## src/rtl/romtile_pkg.sv

```systemverilog
// romtile_pkg: shared definitions for the ROM tile read arbiter.
// Holds the requester-address to ROM-address remap field positions, the
// tag record that follows each ROM read, and the 4-bit to 16-bit pixel unpack.
package romtile_pkg;

    // Requester address bits copied into the ROM address.
    localparam int unsigned REMAP_HI_LSB  = 5;   // addr[ROMAW:5] -> romaddr MSBs
    localparam int unsigned REMAP_LO_W    = 3;   // addr[2:0]     -> romaddr middle
    localparam int unsigned REMAP_INV_BIT = 4;   // ~addr[4]      -> romaddr LSB

    localparam int unsigned CHW   = 3;           // channel index width (up to 8 channels)
    localparam int unsigned DATAW = 16;          // unpacked pixel word width

    // Tag carried alongside a ROM read until its data returns.
    typedef struct packed {
        logic           valid;
        logic [CHW-1:0] ch;
        logic           flip;
    } tag_t;

    // Spread four 1-bit pixels into 4-bit lanes; flip mirrors the pixel order.
    function automatic logic [DATAW-1:0] unpack_px(input logic [3:0] d, input logic flip);
        if (flip) begin
            return {3'b0, d[3], 3'b0, d[2], 3'b0, d[1], 3'b0, d[0]};
        end
        return {3'b0, d[0], 3'b0, d[1], 3'b0, d[2], 3'b0, d[3]};
    endfunction

endpackage

```

## src/rtl/romtile_arb_rr.sv

```systemverilog
// rr_arbiter: combinational round-robin pick.
// Ports:
//   eligible [N]  - channels allowed to win this cycle
//   last     [IW] - index of the most recent winner; search starts just after it
//   grant    [N]  - one-hot winner (zero when nothing eligible)
//   valid         - a winner exists
module rr_arbiter #(
    parameter int unsigned N = 2,
    localparam int unsigned IW = (N > 1) ? $clog2(N) : 1
) (
    input  logic [N-1:0]  eligible,
    input  logic [IW-1:0] last,
    output logic [N-1:0]  grant,
    output logic          valid
);

    // Walk the channels starting after 'last', wrapping to 0; first hit wins.
    always_comb begin
        int unsigned idx;
        grant = '0;
        valid = 1'b0;
        idx   = 0;
        for (int unsigned k = 1; k <= N; k++) begin
            idx = 32'(last) + k;
            if (idx >= N) begin
                idx = idx - N;
            end
            if (!valid && eligible[IW'(idx)]) begin
                grant[IW'(idx)] = 1'b1;
                valid           = 1'b1;
            end
        end
    end

endmodule

```

## src/rtl/romtile_arb.sv

```systemverilog
// romtile_arb: shares one external tile ROM among NCH requesters.
// Each cycle at most one eligible channel is granted round-robin; its address
// is remapped onto the ROM, a tag follows the read through a LAT-deep pipe,
// and when the data returns it is unpacked and acked to the owning channel.
// Ports:
//   clk, rst          - clock, async active-high reset
//   req/addr/flip     - per-channel level request, address, horizontal flip
//   ack/data          - one-cycle completion pulse and unpacked pixel word
//   romrden/romaddr   - ROM read enable and address (registered)
//   romdata           - ROM nibble, valid LAT cycles after the address edge
module romtile_arb
    import romtile_pkg::*;
#(
    parameter int unsigned NCH   = 2,
    parameter int unsigned AW    = 17,
    parameter int unsigned ROMAW = 12,
    parameter int unsigned LAT   = 1
) (
    input  logic               clk,
    input  logic               rst,
    input  logic [NCH-1:0]     req,
    input  logic [NCH*AW-1:0]  addr,
    input  logic [NCH-1:0]     flip,
    output logic [NCH-1:0]     ack,
    output logic [DATAW-1:0]   data,
    output logic               romrden,
    output logic [ROMAW-1:0]   romaddr,
    input  logic [3:0]         romdata
);

    localparam int unsigned IW = (NCH > 1) ? $clog2(NCH) : 1;

    // pipe[0] is loaded on the grant edge; pipe[LAT] lines up with romdata.
    tag_t [LAT:0]     pipe;
    tag_t             tail;
    logic [IW-1:0]    last;
    logic [NCH-1:0]   inflight;
    logic [NCH-1:0]   eligible;
    logic [NCH-1:0]   gnt;
    logic             gvalid;
    logic [IW-1:0]    gidx;
    logic [AW-1:0]    sel_addr;
    logic             sel_flip;
    logic [ROMAW-1:0] remap;
    logic [NCH-1:0]   ack_n;
    logic             unused_addr;

    // A channel is busy from its grant until its tag leaves the pipe.
    always_comb begin
        inflight = '0;
        for (int unsigned s = 0; s <= LAT; s++) begin
            for (int unsigned i = 0; i < NCH; i++) begin
                if (pipe[s].valid && pipe[s].ch == CHW'(i)) begin
                    inflight[i] = 1'b1;
                end
            end
        end
    end

    // The ack cycle is also blocked so the requester can swap address first.
    assign eligible = req & ~inflight & ~ack;

    rr_arbiter #(.N(NCH)) u_rr (
        .eligible (eligible),
        .last     (last),
        .grant    (gnt),
        .valid    (gvalid)
    );

    // One-hot grant to index.
    always_comb begin
        gidx = '0;
        for (int unsigned i = 0; i < NCH; i++) begin
            if (gnt[i]) begin
                gidx = IW'(i);
            end
        end
    end

    assign sel_addr = addr[32'(gidx)*AW +: AW];
    assign sel_flip = flip[gidx];

    // Bit 3 and bits above ROMAW select nothing in the ROM.
    assign remap = {sel_addr[ROMAW:REMAP_HI_LSB],
                    sel_addr[REMAP_LO_W-1:0],
                    ~sel_addr[REMAP_INV_BIT]};
    assign unused_addr = ^sel_addr;

    assign tail = pipe[LAT];

    // Completion pulse for the channel whose tag is at the pipe tail.
    always_comb begin
        ack_n = '0;
        for (int unsigned i = 0; i < NCH; i++) begin
            ack_n[i] = tail.valid && (tail.ch == CHW'(i));
        end
    end

    // Grant, tag pipeline and completion registers.
    always_ff @(posedge clk or posedge rst) begin
        if (rst) begin
            pipe    <= '0;
            last    <= IW'(NCH - 1);
            ack     <= '0;
            data    <= '0;
            romrden <= 1'b0;
            romaddr <= '0;
        end else begin
            pipe[0] <= '{valid: gvalid, ch: CHW'(gidx), flip: sel_flip};
            for (int unsigned s = 1; s <= LAT; s++) begin
                pipe[s] <= pipe[s-1];
            end
            romrden <= gvalid;
            if (gvalid) begin
                romaddr <= remap;
                last    <= gidx;
            end
            ack <= ack_n;
            if (tail.valid) begin
                data <= unpack_px(romdata, tail.flip);
            end
        end
    end

endmodule
```

## config.mk

```make
export PLATFORM = sky130hd
export DESIGN_NAME = romtile_arb
export DESIGN_NICKNAME = d
export VERILOG_FILES = /design/src/rtl/romtile_pkg.sv /design/src/rtl/romtile_arb_rr.sv /design/src/rtl/romtile_arb.sv
export SDC_FILE = /design/constraint.sdc
export NUM_CORES = 1
export LEC_CHECK = 0
export CORE_MARGIN = 2
export CORE_UTILIZATION = 36
export DETAILED_ROUTE_END_ITERATION = 10
export HOLD_SLACK_MARGIN = 0.08
export PLACE_DENSITY = 0.83
export SLEW_MARGIN = 10
export SYNTH_ARGS = -nofsm -noshare
export SYNTH_HDL_FRONTEND = slang
export SYNTH_SLANG_ARGS = --single-unit
```

## constraint.sdc

```tcl
create_clock -name clk -period 1.93 [get_ports clk]
set_input_delay 0.193 -clock clk [delete_from_list [all_inputs] [get_ports clk]]
set_output_delay 0.193 -clock clk [all_outputs]
set_load 0.01 [all_outputs]
```

==> flow_metrics.env <==
export IMPL_period_minus_slack_ns=1.712
export IMPL_area_growth_pct=46.21
export IMPL_power_frac_comb=0.523
export IMPL_core_area_mm2=0.003103
export IMPL_synthCells=96
export IMPL_p_int_uw=1610
export IMPL_clkTransAtPathRegs_ns=0.14
export IMPL_clockBufferDepth=2
export IMPL_p_sw_frac=0.3452
export IMPL_fmax_ghz=0.5840
export IMPL_dp_hpwl_mm=2.011
export IMPL_fp_row_count=20
export IMPL_cts_hold_buf=0
export IMPL_p_total_uw=2459
export IMPL_register_area_um2=626.9
export IMPL_start_util=0.3831
export IMPL_cts_setup_buffers=0
export IMPL_setup_viol=0
export IMPL_synthTopCellsByArea="dfrtp_1 (51%), o221a_2 (11%), buf_4 (8.2%)"
export IMPL_yosys_area_top_type_share=0.5053
export IMPL_gp_congestion=0.7162
export IMPL_dr_total_vias=928
export IMPL_grt_pass1_wl_mm=3.967
export IMPL_slew_viol_final=0
export IMPL_critPathCaptureType="flip-flop"
export IMPL_ys_seq_area_frac=0.5274
export IMPL_first_iter_violations=32
export IMPL_avgSynthCellArea_um2=12.38
export IMPL_maxCapViolCount=0
export IMPL_p_sw_uw=849.0
export IMPL_synth_area_mm2=0.001189
export IMPL_yosys_area_top_type="dfrtp_1"
export IMPL_critPathKind="flip-flop to flip-flop"
export IMPL_grt_pass1_vias=923
export IMPL_path_max_fanout=14
export IMPL_cp_required_ns=2.13
export IMPL_rsz0062_at_grt="no"
export IMPL_synth_distinct_cells=24
export IMPL_vias_per_cell=4.784
export IMPL_drc=0
export IMPL_cts_root_buf="clkbuf_4"
export IMPL_synth_main_ff_cell="dfrtp_1"
export IMPL_synth_edf_count=0
export IMPL_whs_ns=0.2115
export IMPL_ir_drop_uv=487.6
export IMPL_power_density_mw_per_mm2=1415
export IMPL_async_flop_share=1.000
export IMPL_dieArea_mm2=0.003777
export IMPL_clk_latency_ns=0.31
export IMPL_num_io_pins=75
export IMPL_cts_tree="done"
export IMPL_clock_sinks=25
export IMPL_antenna_found_initial=0
export IMPL_overflow=0
export IMPL_drt_pass1_iterations=4
export IMPL_grt_max_degree=26
export IMPL_final_fill_count=298
export IMPL_setup_tns_ns=0
export IMPL_r2r_cells=4
export IMPL_hp_class="input port to async pin"
export IMPL_dieHeight_um=61.46
export IMPL_grt_usage=0.1411
export IMPL_io_buffers=52
export IMPL_status="finished, final reports clean"
export IMPL_htree_levels=1
export IMPL_routed_wl_mm=2.625
export IMPL_fin_ws_ns=0.2175
export IMPL_p_seq_frac=0.385
export IMPL_pre_cts_ws_ns=0.1748
export IMPL_wl_per_cell_um=13.53
export IMPL_p_leak_uw=0.0007267
export IMPL_post_route_period_util=0.8873
export IMPL_crit_arrival_ns=1.91
export IMPL_finalHoldViolations=0
export IMPL_clkPwrFrac=0.092
export IMPL_multi_input_area_um2=455.4
export IMPL_ant_nets=0
export IMPL_synth_seq_cells=25
export IMPL_postCtsResizedCells=0
export IMPL_cts_buffers=3
export IMPL_die_w_um=61.46
export IMPL_drive_above_1_share=0.1800
export IMPL_final_nets=195
export IMPL_diodes=0
export IMPL_critPathLaunchType="flip-flop"
export IMPL_fin_skew_ns=0.009940
export IMPL_ys_warn_count=0
## layer usage
layer  share of wire  routed length, µm  vias to the layer above  GRT usage
li1                -                  -                      431          -
met1            0.41               1072                      456     0.1574
met2            0.53               1392                       41     0.2857
met3           0.061                160                        0    0.02101
met4               0                  0                        0    0.01824
met5               0                  0                        -          0
## final cells by class
| class | count | area share |
|---|---|---|
| well taps | 44 | 0.03168 |
| clock inverters | 1 | 0.002880 |
| repair buffers | 57 | 0.3211 |
| flip-flops and latches | 25 | 0.3607 |
| clock buffers | 3 | 0.01296 |
| multi-input cells | 60 | 0.2621 |
| inverters | 4 | 0.008639 |
## critical path, cell delays in order (launching register included)
cell,delay (ns)
dfrtp_1,0.43
nor2b_1,0.17
nor4b_4,0.27
a211o_2,0.36
mux2_2,0.37
## power by group through the flow
stage / combinational [µW] / clock (µW) / sequential, µW
3_5_place_dp: 1300 / 0 / 962
6_report: 1290 / 226 / 947
4_1_cts: 1300 / 231 / 952
5_1_grt: 1390 / 246 / 984
3_3_place_gp: 1270 / 0 / 942
2_1_floorplan: 676 / 0 / 1020
## path summary, 6_finish.rpt
| path | start | endpoint | slack [ns] |
|---|---|---|---|
| min reg2reg | pipe[0]$_DFF_PP0_ | pipe[5]$_DFF_PP0_ | 0.36 |
| max | pipe[4]$_DFF_PP0_ | pipe[0]$_DFF_PP0_ | 0.22 |
| min | rst | data[4]$_DFFE_PP0P_ | 0.21 |
| min in group clk | pipe[0]$_DFF_PP0_ | pipe[5]$_DFF_PP0_ | 0.36 |
| max in group asynchronous | rst | last$_DFFE_PP1P_ | 1.43 |
| max reg2reg | pipe[4]$_DFF_PP0_ | pipe[0]$_DFF_PP0_ | 0.22 |
## state kept, by name (all words and copies together) (netlist names)
register,count
ack,2
data,4
last,1
pipe,6
romaddr,12
## through the flow
step,util,instances,instance area [µm²]
after global routing,0.5601,194,1738
after CTS,0.5601,194,1738
final,0.5601,194,1738
after global placement,0.5512,190,1710
after detailed placement,0.5512,190,1710
after floorplan,-,107,1230
## layout by cell type, fill, tap and decap left out
cell type        netlist  final
clkdlybuf4s50_1        0     52
dfrtp_1               24     24
nand3b_1              12     12
o221a_2               12     12
conb_1                 1     12
a21oi_1                5      5
buf_4                 13      5
mux2i_1                4      4
nor2_1                 4      4
inv_1                  4      4
clkbuf_4               0      3
and2_1                 1      1
nand2_1                1      1
nor2b_4                1      1
nor2b_1                1      1
nor4b_4                1      1
o21bai_2               1      1
a211o_2                1      1
nand4b_1               1      1
nand3_1                1      1
mux2_2                 1      1
o21ai_0                1      1
clkinv_2               0      1
dfstp_2                1      1
## cell usage after synthesis (2+ instances only)
master     n
inv_1      4
mux2i_1    4
buf_6      2
dfrtp_1   24
a21oi_1    5
o221a_2   12
nor2_1     4
nand3b_1  12
clkbuf_1   2
buf_4     13
## kinds of logic (layout without fill, tap and decap cells)
| kind of cell | after synthesis | count (layout) | synth area share |
|---|---|---|---|
| AOI/OAI and AO/OA | 20 | 20 | 0.1568 |
| buffers and inverters | 22 | 65 | 0.1242 |
| DFF | 25 | 25 | 0.5274 |
| muxes | 5 | 5 | 0.04316 |
| other | 1 | 12 | 0.003155 |
| and+or+nand+nor | 23 | 23 | 0.1453 |
Power figures use the tool's default switching activity.
